**config.mk**
```make
export PLATFORM = sky130hd
export DESIGN_NAME = systolic_ctrl
export DESIGN_NICKNAME = d
export VERILOG_FILES = /design/src/rtl/systolic_pkg.sv /design/src/rtl/systolic_ctrl_skew_line.sv /design/src/rtl/systolic_ctrl.sv
export SDC_FILE = /design/constraint.sdc
export NUM_CORES = 1
export LEC_CHECK = 0
export CORE_AREA = 2 2 160 162
export CTS_BUF_LIST = sky130_fd_sc_hd__clkbuf_4 sky130_fd_sc_hd__clkbuf_8
export CTS_CLUSTER_DIAMETER = 150
export DETAILED_ROUTE_END_ITERATION = 16
export DIE_AREA = 0 0 162 164
export GPL_TIMING_DRIVEN = 1
export MAX_ROUTING_LAYER = met4
export PLACE_DENSITY = 0.67
export SLEW_MARGIN = 20
export SYNTH_ARGS = -nofsm -noshare
export SYNTH_HDL_FRONTEND = slang
export SYNTH_SLANG_ARGS = --single-unit
```
**constraint.sdc**
```tcl
create_clock -name clk -period 5.55 [get_ports clk]
set_input_delay 1.11 -clock clk [delete_from_list [all_inputs] [get_ports clk]]
set_output_delay 1.11 -clock clk [all_outputs]
set_load 0.03 [all_outputs]
```
**src/rtl/systolic_pkg.sv**
```systemverilog
// Shared definitions for the systolic array sequencer.
//   W_DEF        default operand/result width
//   ctrl_state_t sequencer state encoding (also exported on dbg_state)
//   ctrl_cnt_w   width of the COMPUTE cycle counter, sized so that the
//                count k_len+N-1 can never wrap
package systolic_pkg;

  localparam int W_DEF = 16;

  typedef enum logic [2:0] {
    ST_IDLE    = 3'd0,
    ST_CLEAR   = 3'd1,
    ST_COMPUTE = 3'd2,
    ST_DRAIN   = 3'd3,
    ST_DONE    = 3'd4
  } ctrl_state_t;

  function automatic int ctrl_cnt_w(input int kw, input int n);
    return kw + $clog2(n) + 1;
  endfunction

endpackage

```
**src/rtl/systolic_ctrl_skew_line.sv**
```systemverilog
// skew_line: DEPTH-stage shift register with synchronous zero reset.
// Delays a column's top operand so it meets the row operand after the
// row operand has rippled DEPTH columns across the array.
//   clk, reset : clock and synchronous active-high clear
//   din        : operand entering the line
//   dout       : operand delayed by DEPTH cycles (DEPTH=0 is a wire)
module skew_line #(
  parameter int DEPTH = 0,
  parameter int W     = 16
) (
  input  logic         clk,
  input  logic         reset,
  input  logic [W-1:0] din,
  output logic [W-1:0] dout
);

  generate
    if (DEPTH == 0) begin : g_wire
      // Column 0 needs no delay; clk/reset are intentionally unused here.
      logic unused_clk_rst;
      assign unused_clk_rst = clk ^ reset;
      assign dout = din;
    end else begin : g_pipe
      logic [DEPTH-1:0][W-1:0] pipe_d;
      logic [DEPTH-1:0][W-1:0] pipe_q;

      always_comb begin
        pipe_d    = pipe_q;
        pipe_d[0] = din;
        for (int s = 1; s < DEPTH; s++) begin
          pipe_d[s] = pipe_q[s-1];
        end
      end

      always_ff @(posedge clk) begin
        if (reset) pipe_q <= '0;
        else       pipe_q <= pipe_d;
      end

      assign dout = pipe_q[DEPTH-1];
    end
  endgenerate

endmodule

```
**src/rtl/systolic_ctrl.sv**
```systemverilog
// systolic_ctrl: sequencer for an N x N accumulate-and-shift PE array.
// Clears the array, streams k_len operand vectors from the A/B buffers
// (column operands skewed one cycle per column), then drains the array
// one column per beat through a registered valid/ready result port.
//
// Ports:
//   clk, reset          clock, synchronous active-high reset
//   start, k_len        job request (sampled in IDLE only) and inner dimension
//   busy, done          state != IDLE; one-cycle completion pulse
//   op_rd_en, op_addr   operand buffer read strobe / k index (1-cycle latency)
//   a_rdata, b_rdata    A column k (row i at [i*W+:W]), B row k (col j)
//   pe_reset, pe_read   array clear / array shift-out strobe
//   pe_l_d, pe_t_d      left-edge row operands, top column operands
//   pe_res              column-0 accumulator per row
//   res_valid/ready/data/last   result stream, one array column per beat
//   perf_cycles         busy-cycle count of the current job (saturating),
//                       present only when SYSTOLIC_CTRL_PERF_EN is defined
//   dbg_state           current sequencer state
module systolic_ctrl
  import systolic_pkg::*;
#(
  parameter int N  = 4,
  parameter int W  = W_DEF,
  parameter int KW = 8
) (
  input  logic            clk,
  input  logic            reset,
  input  logic            start,
  input  logic [KW-1:0]   k_len,
  output logic            busy,
  output logic            done,
  output logic            op_rd_en,
  output logic [KW-1:0]   op_addr,
  input  logic [N*W-1:0]  a_rdata,
  input  logic [N*W-1:0]  b_rdata,
  output logic            pe_reset,
  output logic            pe_read,
  output logic [N*W-1:0]  pe_l_d,
  output logic [N*W-1:0]  pe_t_d,
  input  logic [N*W-1:0]  pe_res,
  output logic            res_valid,
  input  logic            res_ready,
  output logic [N*W-1:0]  res_data,
  output logic            res_last,
`ifdef SYSTOLIC_CTRL_PERF_EN
  output logic [31:0]     perf_cycles,
`endif
  output logic [2:0]      dbg_state
);

  localparam int CW = ctrl_cnt_w(KW, N);
  localparam int BW = $clog2(N) + 1;

  ctrl_state_t     state_q, state_d;
  logic [KW-1:0]   k_len_q, k_len_d;
  logic [CW-1:0]   cnt_q, cnt_d;
  logic [BW-1:0]   beats_q, beats_d;
  logic            op_rd_en_q, op_rd_en_d;
  logic [KW-1:0]   op_addr_q, op_addr_d;
  logic            op_vld_q, op_vld_d;
  logic            busy_q, busy_d;
  logic            done_q, done_d;
  logic            pe_reset_q, pe_reset_d;
  logic            res_valid_q, res_valid_d;
  logic            res_last_q, res_last_d;
  logic [N*W-1:0]  res_data_q, res_data_d;
`ifdef SYSTOLIC_CTRL_PERF_EN
  logic [31:0]     perf_q, perf_d;
`endif

  logic            pop;
  logic [N*W-1:0]  t_skew;

  // Result handshake: a beat transfers on a rising edge where res_valid and
  // res_ready are both high. While res_valid is high and res_ready low,
  // res_data/res_last hold. A new column is popped from the array whenever
  // the output register is empty or is being emptied in the same cycle.
  assign pop = (state_q == ST_DRAIN) && (beats_q < BW'(N)) &&
               (!res_valid_q || res_ready);

  always_comb begin
    state_d     = state_q;
    k_len_d     = k_len_q;
    cnt_d       = cnt_q;
    beats_d     = beats_q;
    res_valid_d = res_valid_q;
    res_last_d  = res_last_q;
    res_data_d  = res_data_q;
    // The buffer returns data one cycle after the strobe.
    op_vld_d    = op_rd_en_q;

    case (state_q)
      ST_IDLE: begin
        if (start) begin
          k_len_d = k_len;
          state_d = ST_CLEAR;
        end
      end
      ST_CLEAR: begin
        cnt_d   = '0;
        beats_d = '0;
        state_d = ST_COMPUTE;
      end
      ST_COMPUTE: begin
        // N extra cycles let the last operand ripple into column N-1.
        if (cnt_q == CW'(k_len_q) + CW'(N - 1)) begin
          cnt_d   = '0;
          beats_d = '0;
          state_d = ST_DRAIN;
        end else begin
          cnt_d = cnt_q + CW'(1);
        end
      end
      ST_DRAIN: begin
        if (pop) begin
          res_data_d  = pe_res;
          res_valid_d = 1'b1;
          res_last_d  = (beats_q == BW'(N - 1));
          beats_d     = beats_q + BW'(1);
        end else if (res_valid_q && res_ready) begin
          res_valid_d = 1'b0;
          res_last_d  = 1'b0;
          if (res_last_q) state_d = ST_DONE;
        end
      end
      ST_DONE: begin
        state_d = ST_IDLE;
      end
      default: begin
        state_d = ST_IDLE;
      end
    endcase

    // Outputs are registered from the next-state view so they line up
    // with the state they describe.
    busy_d     = (state_d != ST_IDLE);
    done_d     = (state_d == ST_DONE);
    pe_reset_d = (state_d == ST_CLEAR);
    op_rd_en_d = (state_d == ST_COMPUTE) && (cnt_d < CW'(k_len_d));
    op_addr_d  = op_rd_en_d ? cnt_d[KW-1:0] : '0;
  end

`ifdef SYSTOLIC_CTRL_PERF_EN
  always_comb begin
    perf_d = perf_q;
    if (state_q == ST_IDLE && start) begin
      perf_d = '0;
    end else if (state_q != ST_IDLE && perf_q != '1) begin
      perf_d = perf_q + 32'd1;
    end
  end
`endif

  always_ff @(posedge clk) begin
    if (reset) begin
      state_q     <= ST_IDLE;
      k_len_q     <= '0;
      cnt_q       <= '0;
      beats_q     <= '0;
      op_rd_en_q  <= 1'b0;
      op_addr_q   <= '0;
      op_vld_q    <= 1'b0;
      busy_q      <= 1'b0;
      done_q      <= 1'b0;
      pe_reset_q  <= 1'b0;
      res_valid_q <= 1'b0;
      res_last_q  <= 1'b0;
      res_data_q  <= '0;
`ifdef SYSTOLIC_CTRL_PERF_EN
      perf_q      <= '0;
`endif
    end else begin
      state_q     <= state_d;
      k_len_q     <= k_len_d;
      cnt_q       <= cnt_d;
      beats_q     <= beats_d;
      op_rd_en_q  <= op_rd_en_d;
      op_addr_q   <= op_addr_d;
      op_vld_q    <= op_vld_d;
      busy_q      <= busy_d;
      done_q      <= done_d;
      pe_reset_q  <= pe_reset_d;
      res_valid_q <= res_valid_d;
      res_last_q  <= res_last_d;
      res_data_q  <= res_data_d;
`ifdef SYSTOLIC_CTRL_PERF_EN
      perf_q      <= perf_d;
`endif
    end
  end

  // Column j's top operand is delayed j cycles to match the one-cycle-per-
  // column horizontal travel of the row operand inside the array.
  generate
    for (genvar j = 0; j < N; j++) begin : g_col
      logic [W-1:0] b_sel;
      assign b_sel = op_vld_q ? b_rdata[j*W +: W] : '0;
      skew_line #(
        .DEPTH(j),
        .W    (W)
      ) u_skew (
        .clk  (clk),
        .reset(reset),
        .din  (b_sel),
        .dout (t_skew[j*W +: W])
      );
    end
  endgenerate

  // Operands are forced to zero outside COMPUTE so idle/drain cycles
  // leave the accumulators untouched.
  assign pe_l_d    = op_vld_q ? a_rdata : '0;
  assign pe_t_d    = (state_q == ST_COMPUTE) ? t_skew : '0;
  assign pe_read   = pop;
  assign pe_reset  = reset | pe_reset_q;
  assign busy      = busy_q;
  assign done      = done_q;
  assign op_rd_en  = op_rd_en_q;
  assign op_addr   = op_addr_q;
  assign res_valid = res_valid_q;
  assign res_last  = res_last_q;
  assign res_data  = res_data_q;
  assign dbg_state = state_q;
`ifdef SYSTOLIC_CTRL_PERF_EN
  assign perf_cycles = perf_q;
`endif

endmodule
```
==> reports/metrics.yaml, run 1 <==
run_status:
  status: "finished clean"
clocking:
  cts_inserted_buffers: 17
  cts_tree: "yes"
  htreeDepth: 4
  cts.sinks: 200
  clk_latency_ps: 480
  ctsResizeCount: 0
  ctsHoldBuffers: 0
  clk_path_buf_depth: 2
  clockRootBuffer: "clkbuf_8"
  cts.clk_slew.worst_paths_ps: 120
  post-cts-setup-buffer-count: 0
sta:
  hold_viol: 0
  fin_skew_ps: 20.5
  tns_ps: 0
  setup_viol: 0
  final_max_slew_viol_count: 0
  fmax_ghz: 0.222
  period_share: 0.812
  period_minus_slack_ps: 4510
  rsz0062_at_grt: "false"
  worstMarginPinSlew_ps: 950
  slew_headroom: 0.366
flow_run:
  maxCapViolCount: 0
drt:
  drt_iter0_markers: 402
  wl_per_cell_um: 16.9
  via_per_inst: 4.46
  routed_wirelength_mm: 27.3
  drt-pass1-iter-count: 5
  drc: 0
  via_count: 7234
  ant_nets: 0
placement:
  place_inst: 1589
  gp_congestion: 0.938
  io_buffer_count: 413
  dp_hpwl_mm: 20.4
power:
  power.density_nw_per_um2: 235
  vdd_drop_max_uv: 150
  leakage_nw: 4.74
worst_setup_path:
  rr_startpoint: "k_len_q[0]"
  critPathKind: "reg2reg"
  rr_endpoint: "op_addr[7]"
  worst_setup_path_end_kind: "register"
  r2r_slack_ps: 1040
  setup.worst_path.start: "k_len_q[0]"
  cp.arrival_ps: 4900
  rr_worst_depth: 17
  required_ps: 5950
  endpoint: "op_addr[7]"
  worstPathMaxFanout: 11
  startpoint_type: "register"
floorplanning:
  dieArea_um2: 26600
  initial_core_util: 0.321
  rows: 58
  die_h_um: 164
  die_width_um: 162
  io_pins: 414
  fp.coreArea_um2: 24800
synth:
  netlist.area_leader.share: 0.502
  yosys-top-cells-area: "dfxtp_1 50%, and2_1 13%, nand2_1 7.1%"
  ys_warn_count: 0
  synth_edf_count: 0
  synth_seq_area_share: 0.502
  syn_area_per_cell_um2: 8.79
  postSynthCellCount: 907
  synth.distinct_cells: 62
  synth_largest_area_cell: "dfxtp_1"
  netlist_area_um2: 7980
  ys_seq_elements: 200
  syn_nets: 1122
  synthFlopType: "dfxtp_1"
  synthArstFlopShare: 0
global_route:
  grt_pass1_wl_mm: 40.7
  grt_max_degree: 84
  grt_pass1_vias: 6874
  grt-ovfl-total: 0
  grt_antenna_before_repair: 1
  grtUsageTotal: 0.205
cells_and_area:
  drive_gt1_frac: 0.0503
  fin_cells: 1621
  finalNetCount: 1493
  n_antenna_cell: 0
  area_growth_pct: 59.3
hold_path:
  holdPathStages: 1
  hp-class: "reg2reg"
## state kept, by name (all words and copies together), names as in the netlist
register / count
op_vld_q: 1
res_data: 64
g_col.u_skew.g_pipe.pipe_d: 48
g_col.u_skew.dout: 48
beats_q: 3
k_len_q: 8
op_addr: 8
op_rd_en: 1
pe_reset_q: 1
res_valid: 1
cnt_q: 11
done: 1
dbg_state: 3
busy: 1
res_last: 1
## cell type report
type                    instances  area [um2]
clock inverters                14         193
repair buffers                420        4180
fillers                      2383       12100
multi-input cells             623        3610
flip-flops and latches        200        4000
inverters                      16        60.1
well taps                     330         413
clock buffers                  18         248
## critical path, cell delays in order, from the launching register on
cell and delay (ps):
dfxtp_1 460, inv_1 70, ha_1 290, or3_1 390, o2111ai_1 170, o2111ai_1 200, nor4_4 470, a21oi_2 290
a311oi_2 370, inv_1 80, ha_1 290, a21oi_1 140, o21ai_0 150, a41o_1 270, nand4_1 120, nand3_1 80
a221o_2 460, a21oi_1 140
## power breakdown
group | total [mW] | internal [mW] | leakage [nW] | switching (mW)
sequential | 1.50 | 1.47 | 1.61 | 0.0316
combinational | 0.504 | 0.253 | 2.90 | 0.251
clock | 0.988 | 0.403 | 0.221 | 0.585
## metal layers
layer,GRT usage,share of wire,vias to the layer above
li1,-,-,3672
met1,0.278,0.47,3351
met2,0.294,0.44,198
met3,0.0753,0.082,13
met4,0.0382,0.0060,0
met5,-,0,-
## synth_stat cells (2+ instances only)
master / count
clkbuf_1: 54
a21oi_2: 2
a211oi_1: 2
and3_1: 16
a21oi_1: 81
buf_1: 2
o211ai_1: 2
nand3_1: 12
nand4_1: 3
dfxtp_1: 200
mux2i_1: 8
clkbuf_8: 5
xor2_1: 2
a21o_2: 2
nor2_1: 31
nand2_1: 150
nor3_1: 11
and2_1: 161
a221o_2: 2
o2111ai_1: 4
nor3b_1: 2
a22oi_1: 5
buf_4: 2
nor2b_1: 59
inv_1: 16
o21ai_0: 8
xnor2_1: 8
nor4_1: 3
ha_1: 11
or2_2: 2
buf_2: 3
mux2_2: 2
nand2b_1: 3
or3_1: 2
or4_1: 2
nor2b_4: 2
nand3b_1: 2
## layout by cell type, fill, tap and decap left out, types with 3 or more instances in the layout
cell type        instances
nor2_1                  31
clkdlybuf4s50_1        412
nand2b_1                 3
nand2_1                150
inv_1                   15
mux2i_1                  8
ha_1                    11
a21oi_1                 81
nand3_1                 11
nand4_1                  3
and3_1                  16
dfxtp_1                200
nor3_1                  11
buf_4                    8
a22oi_1                  5
clkinv_8                 5
o2111ai_1                4
and2_1                 161
clkbuf_8                18
nor4_1                   3
inv_8                    3
nor2b_1                 58
o21ai_0                  8
xnor2_1                  8
## worst min-delay path by stage
stage                                           start                                 to  slack, ps
finish              g_col[3].u_skew.g_pipe.pipe_d[29]  g_col[3].u_skew.g_pipe.pipe_d[45]        440
global route        g_col[3].u_skew.g_pipe.pipe_d[38]            g_col[3].u_skew.dout[6]        440
CTS                 g_col[3].u_skew.g_pipe.pipe_d[29]  g_col[3].u_skew.g_pipe.pipe_d[45]        440
detailed placement  g_col[3].u_skew.g_pipe.pipe_d[27]  g_col[3].u_skew.g_pipe.pipe_d[43]        420
global placement    g_col[3].u_skew.g_pipe.pipe_d[32]            g_col[3].u_skew.dout[0]        420
floorplan           g_col[2].u_skew.g_pipe.pipe_d[16]            g_col[2].u_skew.dout[0]        410
## stage by stage
| stage | setup slack, ps | instance area (um2) | hold WS, ps | total power [mW] | util |
|---|---|---|---|---|---|
| 2_1_floorplan | 1680 | 7980 | 414 | 1.78 | - |
| 3_3_place_gp | 1200 | 12300 | 415 | 2.03 | 0.494 |
| 3_5_place_dp | 1080 | 12300 | 422 | 2.04 | 0.494 |
| 4_1_cts | 1040 | 12700 | 440 | 3.03 | 0.512 |
| 5_1_grt | 624 | 12700 | 439 | 3.13 | 0.512 |
| 6_report | 1040 | 12700 | 444 | 2.99 | 0.512 |
## cell families after synthesis
family,share of synthesized area
and+or+nand+nor,0.314
xor gates and xnor gates,0.0110
DFF,0.502
AOI/OAI and AO/OA,0.0949
adders and majority gates,0.0173
buffers and inverters,0.0483
muxes,0.0129
Note: power is estimated with default switching activity, not from simulation.
==> inputs of run 2 (changes only) <==
- clock period: 5.55 -> 4.2 ns (I/O delays scaled with it)
==> run 2 against run 1 <==
Against the previous run: clock-buffer cell count decreased by 1; total power increased by 33%; worst hold slack got worse by 11 ps; largest power group unchanged; critical path type unchanged; fmax increased by 13%; highest routed layer unchanged; via count increased by 1.3%; die area unchanged.
==> reports/metrics.yaml, run 2 (synthesized netlist as in run 1, its figures left out) <==
global_route:
  grt_pass1_wl_mm: 40.7
  grt-ovfl-total: 0
  grt_pass1_vias: 6955
  grt_antenna_before_repair: 1
  grt_max_degree: 85
  grtUsageTotal: 0.205
hold_path:
  holdPathStages: 1
  min_to: "g_col[3].u_skew.dout[14]"
  hp-class: "reg2reg"
  hp-start: "g_col[3].u_skew.g_pipe.pipe_d[46]"
flow_run:
  maxCapViolCount: 0
drt:
  routed_wirelength_mm: 27.5
  drt-pass1-iter-count: 4
  drc: 0
  via_count: 7330
  via_per_inst: 4.49
  wl_per_cell_um: 16.8
  drt_iter0_markers: 436
  ant_nets: 0
cells_and_area:
  finalNetCount: 1506
  n_antenna_cell: 0
  layout_common_cells: "411 x clkdlybuf4s50_1, 198 x dfxtp_1, 161 x and2_1"
  fin_util: 0.519
  final_common_cell: "clkdlybuf4s50_1"
  largest_reg_flops: 64
  drive_gt1_frac: 0.0675
  fillerInstances: 2312
  final_cell_area_um2: 12900
  area_growth_pct: 61.4
placement:
  io_buffer_count: 413
  placed_area_um2: 12300
  gp_congestion: 0.884
  place_ws_ps: 141
  dp_hpwl_mm: 20.7
worst_setup_path:
  max_stage_delay_ps: 410
  critPathKind: "reg2reg"
  startpoint_type: "register"
  critPathSlowestCell: "nor4_4"
  rr_endpoint: "op_addr[7]"
  rr_worst_depth: 19
  r2r_slack_ps: 210
  cp.arrival_ps: 4390
  required_ps: 4600
  worstPathMaxFanout: 5
  rr_startpoint: "k_len_q[0]"
  worst_setup_path_end_kind: "register"
  worstPathCellList: "inv_1, ha_1, or3_1, o2111ai_2, o2111ai_2, nor4_4, buf_6, buf_4, a21oi_1, a221oi_2, inv_1, ha_4, a21oi_2, o21ai_1, a41o_1, o2111ai_1, nand4_1, a221o_2, a21oi_1"
floorplanning:
  rows: 58
  fp.coreArea_um2: 24800
  die_h_um: 164
  io_pins: 414
  die_width_um: 162
  dieArea_um2: 26600
  initial_core_util: 0.321
power:
  power.density_nw_per_um2: 309
  leakage_nw: 4.80
  vdd_drop_max_uv: 191
sta:
  slew_headroom: 0.406
  setup_ws_ps: 207
  final_max_slew_viol_count: 0
  setup_viol: 0
  hold_viol: 0
  fin_skew_ps: 24.4
  period_minus_slack_ps: 3990
  fmax_ghz: 0.250
  worstMarginPinSlew_ps: 891
  period_share: 0.951
clocking:
  clk_latency_ps: 490
  ctsHoldBuffers: 0
  clockRootBuffer: "clkbuf_8"
  htreeDepth: 4
  cts.clk_slew.worst_paths_ps: 120
  clk_path_buf_depth: 2
  cts_tree: "yes"
  cts.sinks: 200
  cts_inserted_buffers: 17
run_status:
  status: "finished clean"
[run 2: cell types whose count changed in the layout (fill, tap and decap cells not counted), moves of 2 or more]
cell and change:
a21oi_1 -2, buf_4 +12, clkinv_8 -3, dfxtp_1 -2
dfxtp_4 +2, ha_1 -2, ha_4 +2, inv_12 +6
o2111ai_1 -2, o2111ai_2 +2
[run 2: how the worst max path moves through the flow]
stage | to | cells after the start | slack (ps) | start
global route | op_addr[7] | 19 | -1 | k_len_q[0]
CTS | op_addr[7] | 18 | 80 | k_len_q[0]
finish | op_addr[7] | 19 | 210 | k_len_q[0]
detailed placement | op_addr[7] | 18 | 140 | k_len_q[0]
floorplan | op_addr[7] | 17 | 330 | k_len_q[0]
global placement | op_addr[7] | 16 | 220 | k_len_q[0]
[run 2: what timing repair did]
action | 4_1_cts | 5_1_grt
setup buffers | 0 | 7
resized for setup | 0 | 16
setup endpoints to repair | 0 | 9
hold endpoints to repair | 0 | 0
[run 2: final cells by class]
type,count,area [um2],area share
Clock buffer,17,234,0.0182
Clock inverter,15,200,0.0155
Inverter,16,60.1,0.00466
Multi-Input combinational cell,624,3680,0.286
Sequential cell,200,4010,0.312
Tap cell,330,413,0.0321
Timing Repair Buffer,432,4280,0.332
[run 2: worst max-delay path, delay by kind of cell (launching register included)]
kind	cells	cell delay [ps]
AO/OA/AOI/OAI	10	1780
adder cells (fa/ha/maj)	2	370
buffers and inverters	4	430
flip-flops	1	370
AND/OR/NAND/NOR	3	950
[run 2: metal layers]
metal | vias to the layer above | GRT usage | part of all wire | wire (um)
met3 | 32 | 0.0886 | 0.092 | 2540
met4 | 0 | 0.0495 | 0.014 | 396
met5 | - | - | 0 | 0
met2 | 232 | 0.295 | 0.44 | 12000
li1 | 3690 | - | - | -
met1 | 3376 | 0.266 | 0.46 | 12500
[run 2: report_power, final]
group / leakage (nW) / internal (mW) / switching (mW)
combinational: 2.97 / 0.349 / 0.348
clock: 0.216 / 0.485 / 0.828
sequential: 1.62 / 1.94 / 0.0341
[run 2: through the flow]
step	hold WS [ps]	setup TNS, ps	std cells	power (mW)
final	433	0	1634	3.98
after detailed placement	420	0	1594	2.69
after CTS	437	0	1626	4.02
after global placement	415	0	1594	2.69
after floorplan	414	0	907	2.35
after global routing	443	-1.40	1634	4.16
